## src/rtl/fifo_uart_tx_if.sv

```systemverilog
// FIFO read-side handshake plus serial line outputs of the FIFO-fed UART transmitter.
// The master modport is the transmitter; the slave modport is the FIFO/line side.
interface fifo_uart_tx_if #(
    parameter int unsigned WIDTH = 8
) ();
    logic             i_empty;
    logic [WIDTH-1:0] i_r_data;
    logic             o_r_inc;
    logic             o_tx;
    logic             o_busy;

    modport master (
        input  i_empty,
        input  i_r_data,
        output o_r_inc,
        output o_tx,
        output o_busy
    );

    modport slave (
        output i_empty,
        output i_r_data,
        input  o_r_inc,
        input  o_tx,
        input  o_busy
    );
endinterface

```

## src/rtl/fifo_uart_tx.sv

```systemverilog
// UART transmitter that pops words from a first-word-fall-through FIFO and
// serialises them as start, LSB-first data, optional parity and stop bits.
module fifo_uart_tx #(
    parameter int unsigned WIDTH        = 8,
    parameter int unsigned CLKS_PER_BIT = 16,
    parameter bit          PAR_EN       = 1'b0,
    parameter bit          PAR_ODD      = 1'b0
) (
    input logic            i_r_clk,
    input logic            i_r_rstn,
    fifo_uart_tx_if.master bus
);
    localparam int unsigned CntW = (CLKS_PER_BIT > 2) ? $clog2(CLKS_PER_BIT) : 1;
    localparam int unsigned IdxW = (WIDTH > 1) ? $clog2(WIDTH) : 1;
    localparam logic [CntW-1:0] CntLast = CntW'(CLKS_PER_BIT - 1);
    localparam logic [IdxW-1:0] IdxLast = IdxW'(WIDTH - 1);

    localparam logic [2:0] StIdle   = 3'd0;
    localparam logic [2:0] StStart  = 3'd1;
    localparam logic [2:0] StData   = 3'd2;
    localparam logic [2:0] StParity = 3'd3;
    localparam logic [2:0] StStop   = 3'd4;

    logic [2:0]       state_q, state_d;
    logic [CntW-1:0]  timer_q, timer_d;
    logic [IdxW-1:0]  idx_q, idx_d;
    logic [WIDTH-1:0] shift_q, shift_d;
    logic [WIDTH-1:0] shift_nxt;
    logic             par_q, par_d;
    logic             tx_q, tx_d;
    logic             pop;
    logic             bit_end;

    // Reset is folded into the pop so no word is consumed while held in reset.
    assign pop       = (state_q == StIdle) & ~bus.i_empty & i_r_rstn;
    assign bit_end   = (timer_q == CntLast);
    assign shift_nxt = shift_q >> 1;

    always_comb begin
        state_d = state_q;
        timer_d = timer_q;
        idx_d   = idx_q;
        shift_d = shift_q;
        par_d   = par_q;
        tx_d    = tx_q;
        if (state_q != StIdle) begin
            timer_d = bit_end ? '0 : timer_q + 1'b1;
        end
        // tx_d always carries the level of the state being entered next cycle.
        case (state_q)
            StIdle: begin
                tx_d = 1'b1;
                if (pop) begin
                    shift_d = bus.i_r_data;
                    par_d   = (^bus.i_r_data) ^ PAR_ODD;
                    timer_d = '0;
                    idx_d   = '0;
                    state_d = StStart;
                    tx_d    = 1'b0;
                end
            end
            StStart: begin
                if (bit_end) begin
                    state_d = StData;
                    tx_d    = shift_q[0];
                end
            end
            StData: begin
                if (bit_end) begin
                    if (idx_q == IdxLast) begin
                        idx_d = '0;
                        if (PAR_EN) begin
                            state_d = StParity;
                            tx_d    = par_q;
                        end else begin
                            state_d = StStop;
                            tx_d    = 1'b1;
                        end
                    end else begin
                        idx_d   = idx_q + 1'b1;
                        shift_d = shift_nxt;
                        tx_d    = shift_nxt[0];
                    end
                end
            end
            StParity: begin
                if (bit_end) begin
                    state_d = StStop;
                    tx_d    = 1'b1;
                end
            end
            StStop: begin
                if (bit_end) begin
                    state_d = StIdle;
                    tx_d    = 1'b1;
                end
            end
            default: begin
                state_d = StIdle;
                tx_d    = 1'b1;
            end
        endcase
    end

    always_ff @(posedge i_r_clk) begin
        if (!i_r_rstn) begin
            state_q <= StIdle;
            timer_q <= '0;
            idx_q   <= '0;
            shift_q <= '0;
            par_q   <= 1'b0;
            tx_q    <= 1'b1;
        end else begin
            state_q <= state_d;
            timer_q <= timer_d;
            idx_q   <= idx_d;
            shift_q <= shift_d;
            par_q   <= par_d;
            tx_q    <= tx_d;
        end
    end

    assign bus.o_r_inc = pop;
    assign bus.o_tx    = tx_q;
    assign bus.o_busy  = (state_q != StIdle);
endmodule

```

## src/flat_wrapper.sv

```systemverilog
// flat-port wrapper written by rule: the top's interface ports become plain ports
module fifo_uart_tx_flat 
#(
    parameter int unsigned WIDTH        = 8,
    parameter int unsigned CLKS_PER_BIT = 16,
    parameter bit          PAR_EN       = 1'b0,
    parameter bit          PAR_ODD      = 1'b0
)
  (i_r_clk, i_r_rstn, bus_i_empty, bus_i_r_data, bus_o_r_inc, bus_o_tx, bus_o_busy);
  fifo_uart_tx_if #(.WIDTH(WIDTH)) bus_i ();
  input logic i_r_clk;
  input logic i_r_rstn;
  input wire logic [$bits(bus_i.i_empty)-1:0] bus_i_empty;
  input wire logic [$bits(bus_i.i_r_data)-1:0] bus_i_r_data;
  output wire logic [$bits(bus_i.o_r_inc)-1:0] bus_o_r_inc;
  output wire logic [$bits(bus_i.o_tx)-1:0] bus_o_tx;
  output wire logic [$bits(bus_i.o_busy)-1:0] bus_o_busy;
  assign bus_i.i_empty = bus_i_empty;
  assign bus_i.i_r_data = bus_i_r_data;
  assign bus_o_r_inc = bus_i.o_r_inc;
  assign bus_o_tx = bus_i.o_tx;
  assign bus_o_busy = bus_i.o_busy;
  fifo_uart_tx #(.WIDTH(WIDTH), .CLKS_PER_BIT(CLKS_PER_BIT), .PAR_EN(PAR_EN), .PAR_ODD(PAR_ODD)) u_core (.i_r_clk(i_r_clk), .i_r_rstn(i_r_rstn), .bus(bus_i));
endmodule
```

## config.mk

```make
export PLATFORM = sky130hd
export DESIGN_NAME = fifo_uart_tx_flat
export DESIGN_NICKNAME = d
export VERILOG_FILES = /design/src/rtl/fifo_uart_tx_if.sv /design/src/rtl/fifo_uart_tx.sv /design/src/flat_wrapper.sv
export SDC_FILE = /design/constraint.sdc
export NUM_CORES = 1
export LEC_CHECK = 0
export ABC_AREA = 0
export BUFFER_PORTS_ARGS = -buffer_cell sky130_fd_sc_hd__buf_2
export CAP_MARGIN = 20
export CORE_MARGIN = 2
export CORE_UTILIZATION = 45
export CTS_BUF_LIST = sky130_fd_sc_hd__clkbuf_2 sky130_fd_sc_hd__clkbuf_4 sky130_fd_sc_hd__clkbuf_8
export CTS_CLUSTER_SIZE = 20
export DETAILED_ROUTE_END_ITERATION = 6
export PLACE_DENSITY = 0.63
export SLEW_MARGIN = 20
export SYNTH_ARGS = -nofsm -noshare
export SYNTH_HDL_FRONTEND = slang
export SYNTH_SLANG_ARGS = --single-unit
```

## constraint.sdc

```tcl
create_clock -name i_r_clk -period 3.81 [get_ports i_r_clk]
set_input_delay 0.9525 -clock i_r_clk [delete_from_list [all_inputs] [get_ports i_r_clk]]
set_output_delay 0.9525 -clock i_r_clk [all_outputs]
set_load 0.005 [all_outputs]
```

; ---- Word-level counts from Yosys, hierarchy flattened
; Cells that the tools add are included.
[totals]
reg_bits = 19
in_bits = 11
output_inout_bits = 3
[classes]
n_addsub = 2
n_eq_ne = 14
mux = 25
n_bitwise = 3
n_reduce_logical = 8
[ops]
columns = op, n
row1 = 3-bit 2-to-1 mux, 9
row2 = 8-bit 2-to-1 mux, 3
row3 = 4-bit 2-to-1 mux, 4
row4 = 8-bit case mux with 2 select lines, 1
row5 = 3-bit case mux with 5 select lines, 1
row6 = 2-bit by 1-bit != test with 1-bit output (second input constant), 6
row7 = 3-bit by 2-bit == test with 1-bit output (second input constant), 2
row8 = 3-bit == test (second input constant), 2
row9 = 3-bit case mux with 2 select lines, 1
row10 = 3-bit AND reduction, 2
row11 = 6-bit AND reduction, 1
row12 = 1-bit 2-to-1 mux, 5
row13 = 4-bit by 1-bit adder with 4-bit output (second input constant), 1
row14 = 4-bit == test (second input constant), 1
row15 = 2-bit != test (second input constant), 2
row16 = 1-bit case mux with 4 select lines, 1
row17 = 4-bit AND reduction, 1
row18 = 3-bit by 1-bit adder with 3-bit output (second input constant), 1
row19 = 3-bit by 1-bit == test with 1-bit output (second input constant), 1
row20 = 3-bit zero test, 1
row21 = 3-bit nonzero test, 1
row22 = 1-bit AND, 2
row23 = 2-bit nonzero test, 1
row24 = 2-bit OR reduction, 1
row25 = 1-bit inverter, 1

; ---- Logic depth before layout (Yosys ltp)
[depth]
ltp_word = 5
depth_mapped = 7
depth_no_buf = 6

; ---- Worst setup path before layout
; No wires, ideal clock.
[synth_path]
path_type = input to output
startpoint = input bus_i_empty
endpoint = output bus_o_r_inc
arrival_time_ps = 1196
t_required_ps = 2858
path_slack_ps = 1662
stages = 2
path_cell_list = inv_1 and3_1
[synth_via]
elab_chain_len = 3
[synth_rtl]
columns = item, line_no
row1 = start: declaration, flat_wrapper.sv:13  ; input wire logic [$bits(bus_i.i_empty)-1:0] bus_i_empty;
row2 = 1-bit inverter, fifo_uart_tx.sv:35  ; assign pop = (state_q == StIdle) & ~bus.i_empty & i_r_rstn;
row3 = 1-bit AND (2 in series), fifo_uart_tx.sv:35
row4 = end: declaration, flat_wrapper.sv:15  ; output wire logic [$bits(bus_i.o_r_inc)-1:0] bus_o_r_inc;
; Every way passes these cells.

; ---- Worst setup path in the final report
[layout_path]
startpoint = input i_r_rstn
endpoint = output bus_o_r_inc
[layout_via]
elab_chain_len = 1
[layout_rtl]
columns = item, line_no
row1 = start: declaration, flat_wrapper.sv:12  ; input logic i_r_rstn;
row2 = 1-bit AND, fifo_uart_tx.sv:35
; Every way passes these cells.

==> impl_metrics.yaml <==
outcome:
  status: "complete, no violations"
setup_path:
  end_kind: "primary output"
  crit_chain: "buf_2 -> and3_1 -> buf_2"
  critPathLaunchType: "input pin"
  required_ns: 2.86
  critPathKind: "in2out"
  critPathTopFamily: "buffers and inverters"
  r2r_end: "u_core.shift_q[1]$_SDFFE_PN0P_"
  crit_path_max_fanout: 21
  r2r_cells: 5
  worst_path_max_delay_cell: "buf_2"
  reg2reg_slack_ns: 1.56
  cp_data_arrival_time_ns: 1.64
  cpMostUsedCell: "buf_2"
  worst-path-buf-inv: 2
  slowest_delay_ns: 0.28
  r2r_start: "u_core.timer_q[0]$_SDFF_PN0_"
layout:
  fin_util_pct: 53.4
  diodes: 0
  fin_area_um2: 1060
  layout_common_cells: "dfxtp_1, nor2_1, buf_2"
  finalNetCount: 137
  regArea_um2: 380
  multi_input_area_um2: 529
  areaGrowthSynthToFinish_pct: 11.2
  fillers: 205
  drive_gt1_share_pct: 23.8
  layout_commonest_cell: "dfxtp_1"
detailed_routing:
  drtAntennaViolNets: 0
  drc: 0
  first_pass_iters: 4
  routed_wl_um: 1840
  routed-wl-met2_um: 867
  wl_met1_um: 879
  routed-wl-met3_um: 96
  routedWlPerCell_um: 12.4
  viasPerCell: 5.46
  drt-initial-drc-count: 23
  via_count: 814
  top_layer: "met3"
floorplan:
  core-area_um2: 1980
  rows: 16
  die_w_um: 50
  ios: 14
  initial_core_util_pct: 48.0
  die_h_um: 50
  dieArea_um2: 2500
timing:
  max_freq_ghz: 0.386
  rsz0062_at_grt: "no"
  skew_ns: 0.0101
  setup_viol: 0
  fin_crit_ns: 2.59
  slew_headroom_pct: 33.7
  worst_pin_slew_ns: 0.994
  hold_violations: 0
  slew_violations: 0
  fin_crit_sh_pct: 67.9
  fin_setup_tns_ns: 0
  holdWs_ns: 0.468
global_route:
  grt_start_max_net_pins: 22
  track_usage_pct: 16.4
  antenna_found_initial: 0
  grt_pass1_vias: 732
  overflow: 0
  grt_first_pass_wirelength_um: 3190
clock_network:
  post-cts-setup-buffers: 0
  clockRootBuffer: "clkbuf_4"
  cts_made_buffers: 3
  htreeDepth: 1
  hold_buffers: 0
  cts_num_sinks: 19
  insertion_delay_ns: 0.30
  cts.reportedPaths.clkPinSlew_ns: 0.10
  cts_buffer_depth: 2
  cts_tree: "built"
  cts_resized: 0
synth:
  synth_cell_types: 32
  syn_area_um2: 952
  seq_area_frac_synth_pct: 39.9
  ys_ff_latch: 19
  ys_warn_count: 0
  synth_nets: 125
  avgSynthCellArea_um2: 8.58
  netlist_instances: 111
placed_design:
  gp_congestion: 0.774
  dpl-instance-area_um2: 1030
  io_buffers: 13
  dp_hpwl_um: 1280
hold_path:
  hp-class: "reg2reg"
  min_path_cells: 2
  min-delay-start: "u_core.shift_q[7]$_SDFFE_PN0P_"
  hold_end: "u_core.shift_q[7]$_SDFFE_PN0P_"
power:
  leakage_nw: 0.430
  powerDensity_nw_per_um2: 349
  power_uw: 369
  ir_drop_v: 0.000200
flow_run:
  maxCapViolations: 0
worst max path at each step:
stage,endpoint,slack (ns),depth (start not counted),from
after floorplan,bus_o_r_inc,1.66,2,bus_i_empty
after global placement,u_core.shift_q[3]$_SDFFE_PN0P_,1.17,4,i_r_rstn
after detailed placement,u_core.shift_q[5]$_SDFFE_PN0P_,1.13,4,i_r_rstn
after CTS,bus_o_r_inc,1.22,3,i_r_rstn
after global routing,bus_o_r_inc,1.15,3,i_r_rstn
final,bus_o_r_inc,1.22,3,i_r_rstn
cell families (layout without fill, tap and decap cells):
kind of cell               count (synthesis)  in the layout  synth area share [%]
and+or+nand+nor                           44             44                  25.0
muxes                                      1              1                  1.05
adders and majority gates                  3              3                  3.94
AOI/OAI and AO/OA                         33             33                  25.6
buffers and inverters                     11             22                  4.47
DFF                                       19             19                  39.9
power breakdown:
group / total [mW] / switching (mW) / internal [mW]
clock: 0.103 / 0.0635 / 0.0391
combinational: 0.0488 / 0.0248 / 0.0241
sequential: 0.218 / 0.00888 / 0.209
final cells by class:
class / instances / share of cell area [%]
multi-input cells: 81 / 50.0
repair buffers: 14 / 6.86
well taps: 27 / 3.19
clock inverters: 1 / 0.473
clock buffers: 3 / 2.13
flip-flops and latches: 19 / 35.9
inverters: 4 / 1.42
synthesized netlist by cell type:
cell type,instances,area [um^2]
a21boi_0,3,22.5
a21boi_1,1,7.51
a21oi_1,9,45.0
a21oi_2,1,8.76
a31oi_1,1,6.26
a32oi_1,2,17.5
a41o_1,1,10.0
and2_1,1,6.26
and3_1,3,18.8
buf_2,1,5.00
clkbuf_1,6,22.5
dfxtp_1,19,380
ha_1,3,37.5
inv_1,4,15.0
mux2i_1,1,10.0
nand2_1,7,26.3
nand3_1,5,25.0
nand3b_1,1,7.51
nand4bb_1,1,11.3
nor2_1,17,63.8
nor2b_1,2,12.5
nor3_1,1,5.00
nor3_2,1,10.0
nor3b_1,1,7.51
nor3b_4,1,18.8
o2111ai_1,1,8.76
o21ai_0,6,30.0
o221a_2,7,78.8
o32ai_1,1,8.76
or3_1,1,6.26
or3b_2,1,8.76
or4b_1,1,10.0
flip-flops by register name, indices dropped and copies added, names as in the netlist:
| register | flops |
|---|---|
| u_core.timer_q | 4 |
| u_core.state_q | 3 |
| u_core.idx_q | 3 |
| u_core.bus.o_tx | 1 |
| u_core.shift_q | 8 |
worst min-delay path, stage by stage, from the launching register on:
cell and delay (ns):
dfxtp_1 0.33, nand2_1 0.05, o21ai_0 0.06
stage by stage:
step	setup WS, ns	cells
final	1.22	149
after floorplan	1.66	111
after global placement	1.17	145
after CTS	1.22	149
after detailed placement	1.13	145
after global routing	1.15	149
metal layers:
metal  up-vias  global-route usage [%]
met1       361                    20.3
met4         0                    2.78
met3         0                    5.76
li1        429                       -
met5         -                       0
met2        24                    27.4
Power figures use the tool's default switching activity.
